<file path="src/rtl/pll_reset_sequencer_pkg.sv">
// Shared definitions for the PLL reset sequencer: state encoding, lock-loss
// counter width and its saturating increment.
package pll_reset_sequencer_pkg;

  localparam int LOST_CNT_W = 8;

  typedef logic [1:0] state_t;

  localparam state_t ST_WAIT_LOCK = 2'd0;
  localparam state_t ST_STABLE    = 2'd1;
  localparam state_t ST_HOLD      = 2'd2;
  localparam state_t ST_RUN       = 2'd3;

  function automatic logic [LOST_CNT_W-1:0] sat_inc(input logic [LOST_CNT_W-1:0] v);
    return (&v) ? v : v + 1'b1;
  endfunction

endpackage

</file>
<file path="src/rtl/bit_synchronizer.sv">
// N-flop single-bit synchroniser; all stages clear to 0 on async reset.
module bit_synchronizer #(
  parameter int STAGES = 2
) (
  input  logic clock,
  input  logic reset_n,
  input  logic d,
  output logic q
);

  logic [STAGES-1:0] sync_q;
  logic [STAGES-1:0] sync_d;

  always_comb begin
    sync_d = {sync_q[STAGES-2:0], d};
  end

  always_ff @(posedge clock or negedge reset_n) begin
    if (!reset_n) begin
      sync_q <= '0;
    end else begin
      sync_q <= sync_d;
    end
  end

  assign q = sync_q[STAGES-1];

endmodule

</file>
<file path="src/rtl/pll_reset_sequencer.sv">
// Holds the core in reset until PLL lock has been stable, then for a fixed
// hold period; re-asserts reset on lock loss or soft-reset request.
module pll_reset_sequencer
  import pll_reset_sequencer_pkg::*;
#(
  parameter int SYNC_STAGES        = 2,
  parameter int LOCK_STABLE_CYCLES = 1024,
  parameter int RESET_HOLD_CYCLES  = 16
) (
  input  logic                  clock,
  input  logic                  reset_n,
  input  logic                  pll_lock,
  input  logic                  soft_reset_req,
  output logic                  core_reset,
  output logic                  ready,
  output logic [LOST_CNT_W-1:0] lock_lost_count,
  output logic [1:0]            state_dbg
);

  localparam int MAX_CYCLES = (LOCK_STABLE_CYCLES > RESET_HOLD_CYCLES) ?
                              LOCK_STABLE_CYCLES : RESET_HOLD_CYCLES;
  localparam int CNT_WIDTH  = $clog2(MAX_CYCLES) + 1;

  localparam logic [CNT_WIDTH-1:0] STABLE_LAST = CNT_WIDTH'(LOCK_STABLE_CYCLES - 1);
  localparam logic [CNT_WIDTH-1:0] HOLD_LAST   = CNT_WIDTH'(RESET_HOLD_CYCLES - 1);

  logic lock_s;

  bit_synchronizer #(
    .STAGES (SYNC_STAGES)
  ) u_lock_sync (
    .clock   (clock),
    .reset_n (reset_n),
    .d       (pll_lock),
    .q       (lock_s)
  );

  state_t                  state_q, state_d;
  logic [CNT_WIDTH-1:0]    cnt_q, cnt_d;
  logic [LOST_CNT_W-1:0]   lost_q, lost_d;
  logic                    core_reset_q, core_reset_d;
  logic                    ready_q, ready_d;

  always_comb begin
    state_d = state_q;
    cnt_d   = cnt_q;
    lost_d  = lost_q;
    case (state_q)
      ST_WAIT_LOCK: begin
        cnt_d = '0;
        if (lock_s) state_d = ST_STABLE;
      end
      ST_STABLE: begin
        if (!lock_s) begin
          state_d = ST_WAIT_LOCK;
          cnt_d   = '0;
        end else if (cnt_q == STABLE_LAST) begin
          state_d = ST_HOLD;
          cnt_d   = '0;
        end else begin
          cnt_d = cnt_q + 1'b1;
        end
      end
      ST_HOLD: begin
        if (!lock_s) begin
          state_d = ST_WAIT_LOCK;
          cnt_d   = '0;
        end else if (cnt_q == HOLD_LAST) begin
          state_d = ST_RUN;
          cnt_d   = '0;
        end else begin
          cnt_d = cnt_q + 1'b1;
        end
      end
      default: begin
        // Lock loss takes priority over a coincident soft-reset request.
        if (!lock_s) begin
          state_d = ST_WAIT_LOCK;
          cnt_d   = '0;
        end else if (soft_reset_req) begin
          state_d = ST_HOLD;
          cnt_d   = '0;
        end
      end
    endcase

    if (state_q != ST_WAIT_LOCK && !lock_s) lost_d = sat_inc(lost_q);

    // Registered from the next state so the outputs line up with state_q.
    core_reset_d = (state_d != ST_RUN);
    ready_d      = (state_d == ST_RUN);
  end

  always_ff @(posedge clock or negedge reset_n) begin
    if (!reset_n) begin
      state_q      <= ST_WAIT_LOCK;
      cnt_q        <= '0;
      lost_q       <= '0;
      core_reset_q <= 1'b1;
      ready_q      <= 1'b0;
    end else begin
      state_q      <= state_d;
      cnt_q        <= cnt_d;
      lost_q       <= lost_d;
      core_reset_q <= core_reset_d;
      ready_q      <= ready_d;
    end
  end

  assign core_reset      = core_reset_q;
  assign ready           = ready_q;
  assign lock_lost_count = lost_q;
  assign state_dbg       = state_q;

endmodule
</file>
<file path="config.mk">
export PLATFORM = sky130hd
export DESIGN_NAME = pll_reset_sequencer
export DESIGN_NICKNAME = d
export VERILOG_FILES = /design/src/rtl/pll_reset_sequencer_pkg.sv /design/src/rtl/bit_synchronizer.sv /design/src/rtl/pll_reset_sequencer.sv
export SDC_FILE = /design/constraint.sdc
export NUM_CORES = 1
export LEC_CHECK = 0
export CORE_ASPECT_RATIO = 1.2
export CORE_MARGIN = 1.5
export CORE_UTILIZATION = 55
export CTS_CLUSTER_SIZE = 30
export DETAILED_ROUTE_END_ITERATION = 8
export GPL_ROUTABILITY_DRIVEN = 0
export PLACE_DENSITY = 0.78
export SLEW_MARGIN = 20
export SYNTH_ARGS = -nofsm -noshare
export SYNTH_HDL_FRONTEND = slang
export SYNTH_SLANG_ARGS = --single-unit
</file>
<file path="constraint.sdc">
create_clock -name clock -period 2.1 [get_ports clock]
set_input_delay 0.315 -clock clock [delete_from_list [all_inputs] [get_ports clock]]
set_output_delay 0.315 -clock clock [all_outputs]
set_load 0.02 [all_outputs]
</file>
# Yosys cells after proc, flatten, opt, wreduce, memory -nomap -nowiden
# Cells that the tools add are included.
# op_classes
reduce_logical	6
n_eq_ne	7
div_mod_pow	0
mux	15
n_bitwise	1
magnitude_cmp	0
n_mul	0
add_sub_neg	2
shift	0
# ops
operator	count
two-way mux 11 bit	6
one-hot mux 11 bit (3 select lines)	1
two-way mux 2 bit	7
adder 11 x 1 -> 11 bit (second input constant)	1
== test 11 x 10 -> 1 bit (second input constant)	1
== test 11 x 4 -> 1 bit (second input constant)	1
adder 8 x 1 -> 8 bit (second input constant)	1
AND reduction 8 bit	1
one-hot mux 2 bit (3 select lines)	1
!= test 5 bit (second input constant)	1
== test 2 bit (second input constant)	2
== test 2 x 1 -> 1 bit (second input constant)	1
logical NOT 2 bit	1
!= test 2 bit (second input constant)	1
AND reduction 2 bit	1
nonzero test 2 bit	1
logical AND 1 bit	1
logical NOT 1 bit	1
NOT 1 bit	1
# word_totals
elab_cells	37
mem_bits_ro	0
ramBits	0
latch_bits	0
inputBits	4
mem_count	0
register_bits	25

# Depth between registers and ports, before layout
# Gate-level depths: netlist of run 1.
# depth
depth_word	5
ltp_mapped	7

# Cells and area by module
# Synthesis of run 1 repeated with hierarchy kept, for this count alone.
# unflattened
hier_cells	147
hier_area_um2	1431.4
# by_module_without_submodules
module	n_inst	cells_each	area_per_inst_um2
pll_reset_sequencer	1	145	1381.3
bit_synchronizer	1	2	50.0

# Worst setup path after synthesis of run 1
# OpenSTA, ideal clock, no wires.
# synth_timing
kind	register to register
from	register lost_q[0] (netlist: lock_lost_count[0])
to	register lost_q[7] (netlist: lock_lost_count[7])
setup_time_ns	0.132
t_arrival_ns	1.782
path_buffers	0
stages_incl_launch_ff	7
path_slack_ns	0.186
path_cell_list	dfrtp_1 -> ha_1 -> and3_1 -> a311oi_4 -> and4_4 -> nand3_1 -> xnor2_1
# synth_between
elab_chain_len	3
word_cells_on_any_way	4
# synth_lines
item	line	rtl
from (decl)	pll_reset_sequencer.sv:40	logic [LOST_CNT_W-1:0] lost_q, lost_d;
from (signal assigned)	pll_reset_sequencer.sv:104	lost_q <= lost_d;
parallel branches: the longest is 3 deep, another holds adder 8 x 1 -> 8 bit	--	
# Several ways; the timed one is not identified.
# A chain may end at the register's enable or synchronous reset.

# Final worst setup path of run 1
# layout_timing
from	register cnt_q[0]
to	register cnt_q[9]
# layout_between
elab_chain_len	4
word_cells_on_any_way	8
# layout_lines
item	line	rtl
from (decl)	pll_reset_sequencer.sv:39	logic [CNT_WIDTH-1:0] cnt_q, cnt_d;
from (signal assigned)	pll_reset_sequencer.sv:103	cnt_q <= cnt_d;
adder 11 x 1 -> 11 bit (tied with other cells)	pll_reset_sequencer.sv:61, pll_reset_sequencer.sv:72	
two-way mux 11 bit, on equally long branches	pll_reset_sequencer.sv:68, pll_reset_sequencer.sv:57	
two-way mux 11 bit, on equally long branches	pll_reset_sequencer.sv:65, pll_reset_sequencer.sv:54	
one-hot mux 11 bit (3 select lines) *	pll_reset_sequencer.sv:48	case (state_q)
# Mark *: on every way between the ends. The rest lies on a longest branch, timed or not.

==> flow_summary.yaml, run 1 <==
synth:
  synth_area_um2: 1390
  yosys.area.top_type: "dfrtp_1"
  syn_nets: 148
  synth-seq-cells: 25
  synthTopCellsByArea: "dfrtp_1 43%, ha_1 5.4%, a21oi_1 4.0%"
  synthCells: 138
  synth_edf_count: 0
  ys.flop_type: "dfrtp_1"
  seq_area_frac_synth_pct: 45.1
  avgSynthCellArea_um2: 10.1
  yosys.area.top_type_share_pct: 43.2
  synth.distinct_cells: 42
  synthArstFlopShare_pct: 100
  ys_warn_count: 0
run_status:
  status: "complete, no violations"
timing:
  final_max_slew_viol_count: 0
  hold_viol_final: 0
  timing.final.crit_share_pct: 89.6
  fmaxAchievable_mhz: 532
  worst_pin_slew_ns: 0.432
  setup_viol: 0
  fin_crit_ns: 1.88
  clock_skew_ns: 0.00316
  tns_ns: 0
  fin_ws_ns: 0.219
  relSlewSlack_pct: 71.2
  grt_setup_unrepaired: "no"
drt:
  detail_route.wl_per_cell_um: 13.7
  first_pass_iters: 4
  ant_nets: 0
  drtIter0Drc: 35
  via_count: 1124
  routed_via_density: 6.01
  drt_wl_total_um: 2560
  detail_route.drc_violations: 0
power_and_ir_drop:
  clkPwrFrac_pct: 15.3
  switching_share_pct: 36.1
  p_per_area_nw_per_um2: 858
  p_seq_share_pct: 46.1
  power.internal_uw: 882
  p_comb_share_pct: 38.6
  peakVddDrop_v: 0.000803
  p_leak_uw: 0.000667
  p_total_uw: 1380
  p_switching_uw: 497
setup_path:
  crit_type: "register to register"
  rr_startpoint: "cnt_q[0]$_DFFE_PN0P_"
  crit_arrival_ns: 2.12
  endpoint: "cnt_q[9]$_DFFE_PN0P_"
  cp.required_ns: 2.34
  r2r_slack_ns: 0.22
  startpoint: "cnt_q[0]$_DFFE_PN0P_"
  cp-end-kind: "register"
  worstPathMaxFanout: 13
  reg2reg_to: "cnt_q[9]$_DFFE_PN0P_"
  ff2ff_path_depth: 6
  start_kind: "register"
clocking:
  cts_tree: "yes"
  h-tree-depth: 1
  cts_buffers: 3
  clk_path_buf_depth: 2
  post_cts_buffers: 0
  cts_sinks: 25
  ctsResizeCount: 0
  clk_pin_slew_ns: 0.13
  ctsHoldBuffers: 0
  clk_latency_ns: 0.31
  cts_root_buffer: "clkbuf_4"
layout:
  multi_input_area_um2: 712
  diodes: 0
  area_delta_synth_final_pct: 15.7
  nets: 167
  stdcell_count: 187
  stdcell_area_um2: 1610
  nFillCells: 205
  layout-drive-gt1-share_pct: 10.3
  seq_area_um2: 627
floorplanning:
  coreArea_um2: 2330
  rows: 19
  io_pins: 16
  die_width_um: 48.9
  start_util_pct: 59.6
  die-area_um2: 2840
  fp.dieH_um: 58.0
grt:
  grt_pass1_vias: 1080
  grt_use_total_pct: 21.2
  antenna_found_initial: 0
  overflow: 0
  grt_max_degree: 20
  grt_pass1_wl_um: 4750
placed_design:
  dp_cells: 183
  dpl.hpwl_um: 1980
  io_buffers: 15
  placed_cell_area_um2: 1570
  post-place-ws_ns: 0.130
worst_hold_path:
  hp-class: "primary input to asynchronous set/reset pin"
run:
  drv_cap: 0
[through the flow]
step	util, %	hold WS [ns]
after global placement	67.5	0.334
final	69.0	0.231
after floorplan	-	0.0194
after global routing	69.0	0.248
after CTS	68.6	0.237
after detailed placement	67.5	0.343
[synth_stat cells, types with 2 or more instances]
master and n:
dfrtp_1 24, nor2_1 13, a21oi_1 11, nand3_1 9, nand2_1 8, and3_1 6, ha_1 6, inv_1 6
a31oi_1 5, o21ai_0 5, xnor2_1 5, nand2b_1 3, a221o_1 2, a221oi_1 2, a41oi_1 2, buf_6 2
nand4_1 2, nor4_1 2, xor2_1 2
[per-layer routing]
| metal | routed length, µm | up-vias | GRT usage, % |
|---|---|---|---|
| li1 | - | 549 | - |
| met4 | 26 | 0 | 6.94 |
| met5 | 0 | - | 0 |
| met2 | 1350 | 25 | 37.8 |
| met3 | 64 | 4 | 1.55 |
| met1 | 1120 | 546 | 27.5 |
[worst min path at each step]
stage | start | endpoint | slack [ns] | depth (start not counted)
after floorplan | reset_n | cnt_q[0]$_DFFE_PN0P_ | 0.02 | 0
after global placement | u_lock_sync.sync_q[0]$_DFF_PN0_ | u_lock_sync.sync_q[1]$_DFF_PN0_ | 0.33 | 0
after detailed placement | u_lock_sync.sync_q[0]$_DFF_PN0_ | u_lock_sync.sync_q[1]$_DFF_PN0_ | 0.34 | 0
after CTS | reset_n | cnt_q[6]$_DFFE_PN0P_ | 0.24 | 1
after global routing | reset_n | cnt_q[7]$_DFFE_PN0P_ | 0.25 | 1
final | reset_n | cnt_q[6]$_DFFE_PN0P_ | 0.23 | 1
[final cells by class]
class | count | area share [%]
well taps | 31 | 2.41
flip-flops and latches | 25 | 39.0
inverters | 6 | 1.40
clock buffers | 4 | 1.64
multi-input cells | 102 | 44.3
repair buffers | 19 | 11.2
[placed cells by master (no fill, tap or decap), types with 2 or more instances in the layout]
cell type,instances
inv_1,6
nand2b_1,3
buf_4,4
clkbuf_4,3
a31oi_1,5
nand4_1,2
a221oi_1,2
xnor2_1,5
nor2_1,13
a221o_1,2
o21ai_0,5
xor2_1,2
a21oi_1,11
a41oi_1,2
ha_1,6
nand2_1,8
dfrtp_1,24
nand3_1,9
and3_1,6
nor4_1,2
clkdlybuf4s50_1,15
[power by group through the flow]
stage                     clock [µW]  sequential, µW  combinational (µW)
after detailed placement           0             645                 532
after CTS                        218             638                 536
final                            212             636                 532
after global routing             235             650                 590
after global placement             0             640                 519
after floorplan                    0             707                 252
[sequential cells by signal (all words and copies together) (netlist names)]
signal              flops
ready                   1
u_lock_sync.sync_q      2
lock_lost_count         8
core_reset              1
state_dbg               2
cnt_q                  11
[cells by family (layout without fill, tap and decap cells)]
kind of cell / Yosys count / count (layout) / share of synthesized area [%]
multiplexers: 2 / 2 / 1.53
buffers and inverters: 11 / 29 / 4.14
flip-flops: 25 / 25 / 45.1
XOR/XNOR: 7 / 7 / 4.41
AND/OR/NAND/NOR: 53 / 53 / 21.8
AO/OA/AOI/OAI: 34 / 34 / 17.6
adder cells (fa/ha/maj): 6 / 6 / 5.41
[critical path: stages, from the launching register on]
cell and delay, ns:
dfrtp_1 0.43, ha_1 0.26, and4b_1 0.21, and3_2 0.27, o22ai_4 0.34, a41oi_1 0.17, a31oi_1 0.15
No activity file was read; power rests on OpenSTA's default activity.
==> inputs of run 2 (changes only) <==
Settings changed: GPL_TIMING_DRIVEN from default to 0.
==> run 2 against run 1 <==
Routed wire length up 3.6%. Die area unchanged. Non-clock buffer count up 2. Register-to-register slack worse by 0.08 ns. Global-route usage down 1.1 points. First-iteration DRC count down 29%. Hold slack better by 0.14 ns. Cell area up 0.62%. Fmax down 4.0%. Via count up 1.3%. Sequential share of layout area down 0.24 points. Clock skew up 0.0026 ns. Critical path type unchanged. Critical endpoint unchanged. Largest cell class unchanged.
==> flow_summary.yaml, run 2 (synthesis gave the netlist of run 1 again) <==
drt:
  first_pass_iters: 4
  drt_wl_total_um: 2660
  detail_route.drc_violations: 0
  detail_route.wl_per_cell_um: 14.0
  drtIter0Drc: 25
  ant_nets: 0
  via_count: 1139
  routed_via_density: 6.03
clocking:
  cts_tree: "yes"
  h-tree-depth: 1
  post_cts_buffers: 0
  cts_sinks: 25
  cts_buffers: 3
  cts_root_buffer: "clkbuf_4"
  clk_pin_slew_ns: 0.14
  clk_latency_ns: 0.31
  clk_path_buf_depth: 2
power_and_ir_drop:
  p_per_area_nw_per_um2: 845
  p_leak_uw: 0.000674
  peakVddDrop_v: 0.000661
timing:
  timing.final.crit_share_pct: 93.3
  relSlewSlack_pct: 60.7
  fmaxAchievable_mhz: 511
  final_max_slew_viol_count: 0
  grt_setup_unrepaired: "no"
  worst_pin_slew_ns: 0.585
  fin_crit_ns: 1.96
  clock_skew_ns: 0.00574
  hold_viol_final: 0
  setup_viol: 0
setup_path:
  rr_startpoint: "state_dbg[0]$_DFF_PN0_"
  crit_type: "register to register"
  start_kind: "register"
  worstPathMaxFanout: 7
  ff2ff_path_depth: 5
  crit_arrival_ns: 2.20
  cp.required_ns: 2.34
  r2r_slack_ns: 0.14
  crit_chain: "inv_1 -> ha_1 -> or4_1 -> buf_1 -> a31oi_1"
  cpPeakStageDelay_ns: 0.55
  slowest_stage: "or4_1"
  cp-end-kind: "register"
  reg2reg_to: "cnt_q[9]$_DFFE_PN0P_"
grt:
  antenna_found_initial: 0
  grt_use_total_pct: 20.1
  gr-usage-met3_pct: 3.09
  met2_usage_pct: 38.4
  use_met1_pct: 22.8
  busiest_layer: "met2"
  overflow: 0
  grt_pass1_vias: 1061
  grt_max_degree: 26
  grt_pass1_wl_um: 4490
layout:
  largest-register: "cnt_q"
  utilization_pct: 69.4
  seq_area_um2: 627
  stdcell_count: 189
  nFillCells: 200
  diodes: 0
  layout-drive-gt1-share_pct: 11.4
  layout_common_cells: "24 x dfrtp_1, 14 x clkdlybuf4s50_1, 13 x nor2_1"
  multi_input_area_um2: 711
  largest_reg_flops: 11
  nets: 169
  layout_commonest_cell: "dfrtp_1"
  area_delta_synth_final_pct: 16.4
floorplanning:
  coreArea_um2: 2330
  die_width_um: 48.9
  die-area_um2: 2840
  rows: 19
  io_pins: 16
  fp.dieH_um: 58.0
  start_util_pct: 59.6
placed_design:
  io_buffers: 15
  dpl.hpwl_um: 1940
  dp_cells: 184
run_status:
  status: "complete, no violations"
worst_hold_path:
  hp-class: "register to register"
  whs_path_depth: 0
  hold_end: "u_lock_sync.sync_q[1]$_DFF_PN0_"
  worstHoldStart: "u_lock_sync.sync_q[0]$_DFF_PN0_"
run:
  drv_cap: 0
## run 2: through the flow
stage | setup TNS, ns | hold WS (ns) | power [µW] | setup slack, ns | instance area [µm²]
after floorplan | 0 | 0.0194 | 960 | 0.186 | 1390
after global placement | 0 | 0.334 | 1140 | 0.0874 | 1580
after detailed placement | -0.0120 | 0.345 | 1160 | -0.0120 | 1580
after CTS | 0 | 0.376 | 1380 | 0.120 | 1610
after global routing | 0 | 0.384 | 1460 | 0.00252 | 1620
final | 0 | 0.373 | 1370 | 0.142 | 1620
## run 2: final cells by class
cell class	instances	share of cell area, %
Inverter	6	1.39
Clock inverter	1	0.310
Clock buffer	3	1.39
Buffer	5	2.17
Timing Repair Buffer	16	9.60
Tap cell	31	2.40
Sequential cell	25	38.8
Multi-Input combinational cell	102	44.0
## run 2: what timing repair did
action                                  in CTS  in global routing
hold endpoints to repair                     0                 24
gates resized for setup                      1                  0
hold buffers                                 0                  1
endpoints found under the setup margin       4                  0
## run 2: layer usage
| metal | share of wire (%) | vias up |
|---|---|---|
| li1 | - | 550 |
| met1 | 45 | 559 |
| met2 | 51 | 28 |
| met3 | 3.5 | 2 |
| met4 | 0.60 | 0 |
| met5 | 0 | - |
## run 2: critical path: cells and delay by family, from the launching register on
| kind | cells | cell delay [ns] |
|---|---|---|
| buffers and inverters | 2 | 0.32 |
| AOI/OAI and AO/OA | 1 | 0.22 |
| DFF | 1 | 0.49 |
| and+or+nand+nor | 1 | 0.55 |
| adders and majority gates | 1 | 0.31 |
## run 2: worst max path at each step
stage	cells after the start	slack, ns	start	end
CTS	5	0.12	state_dbg[0]$_DFF_PN0_	cnt_q[9]$_DFFE_PN0P_
global placement	5	0.09	state_dbg[0]$_DFF_PN0_	cnt_q[4]$_DFFE_PN0P_
floorplan	6	0.19	lock_lost_count[0]$_DFFE_PN0P_	lock_lost_count[7]$_DFFE_PN0P_
finish	5	0.14	state_dbg[0]$_DFF_PN0_	cnt_q[9]$_DFFE_PN0P_
detailed placement	5	-0.01	state_dbg[0]$_DFF_PN0_	cnt_q[8]$_DFFE_PN0P_
global route	6	0.003	state_dbg[0]$_DFF_PN0_	lock_lost_count[5]$_DFFE_PN0P_
## run 2: where the power goes
group          switching [µW]  leakage [µW]  internal, µW  total, µW
sequential               90.0      0.000330           552        642
clock                     143     0.0000177          71.2        214
combinational             269      0.000326           240        509
total                     502      0.000674           864       1370
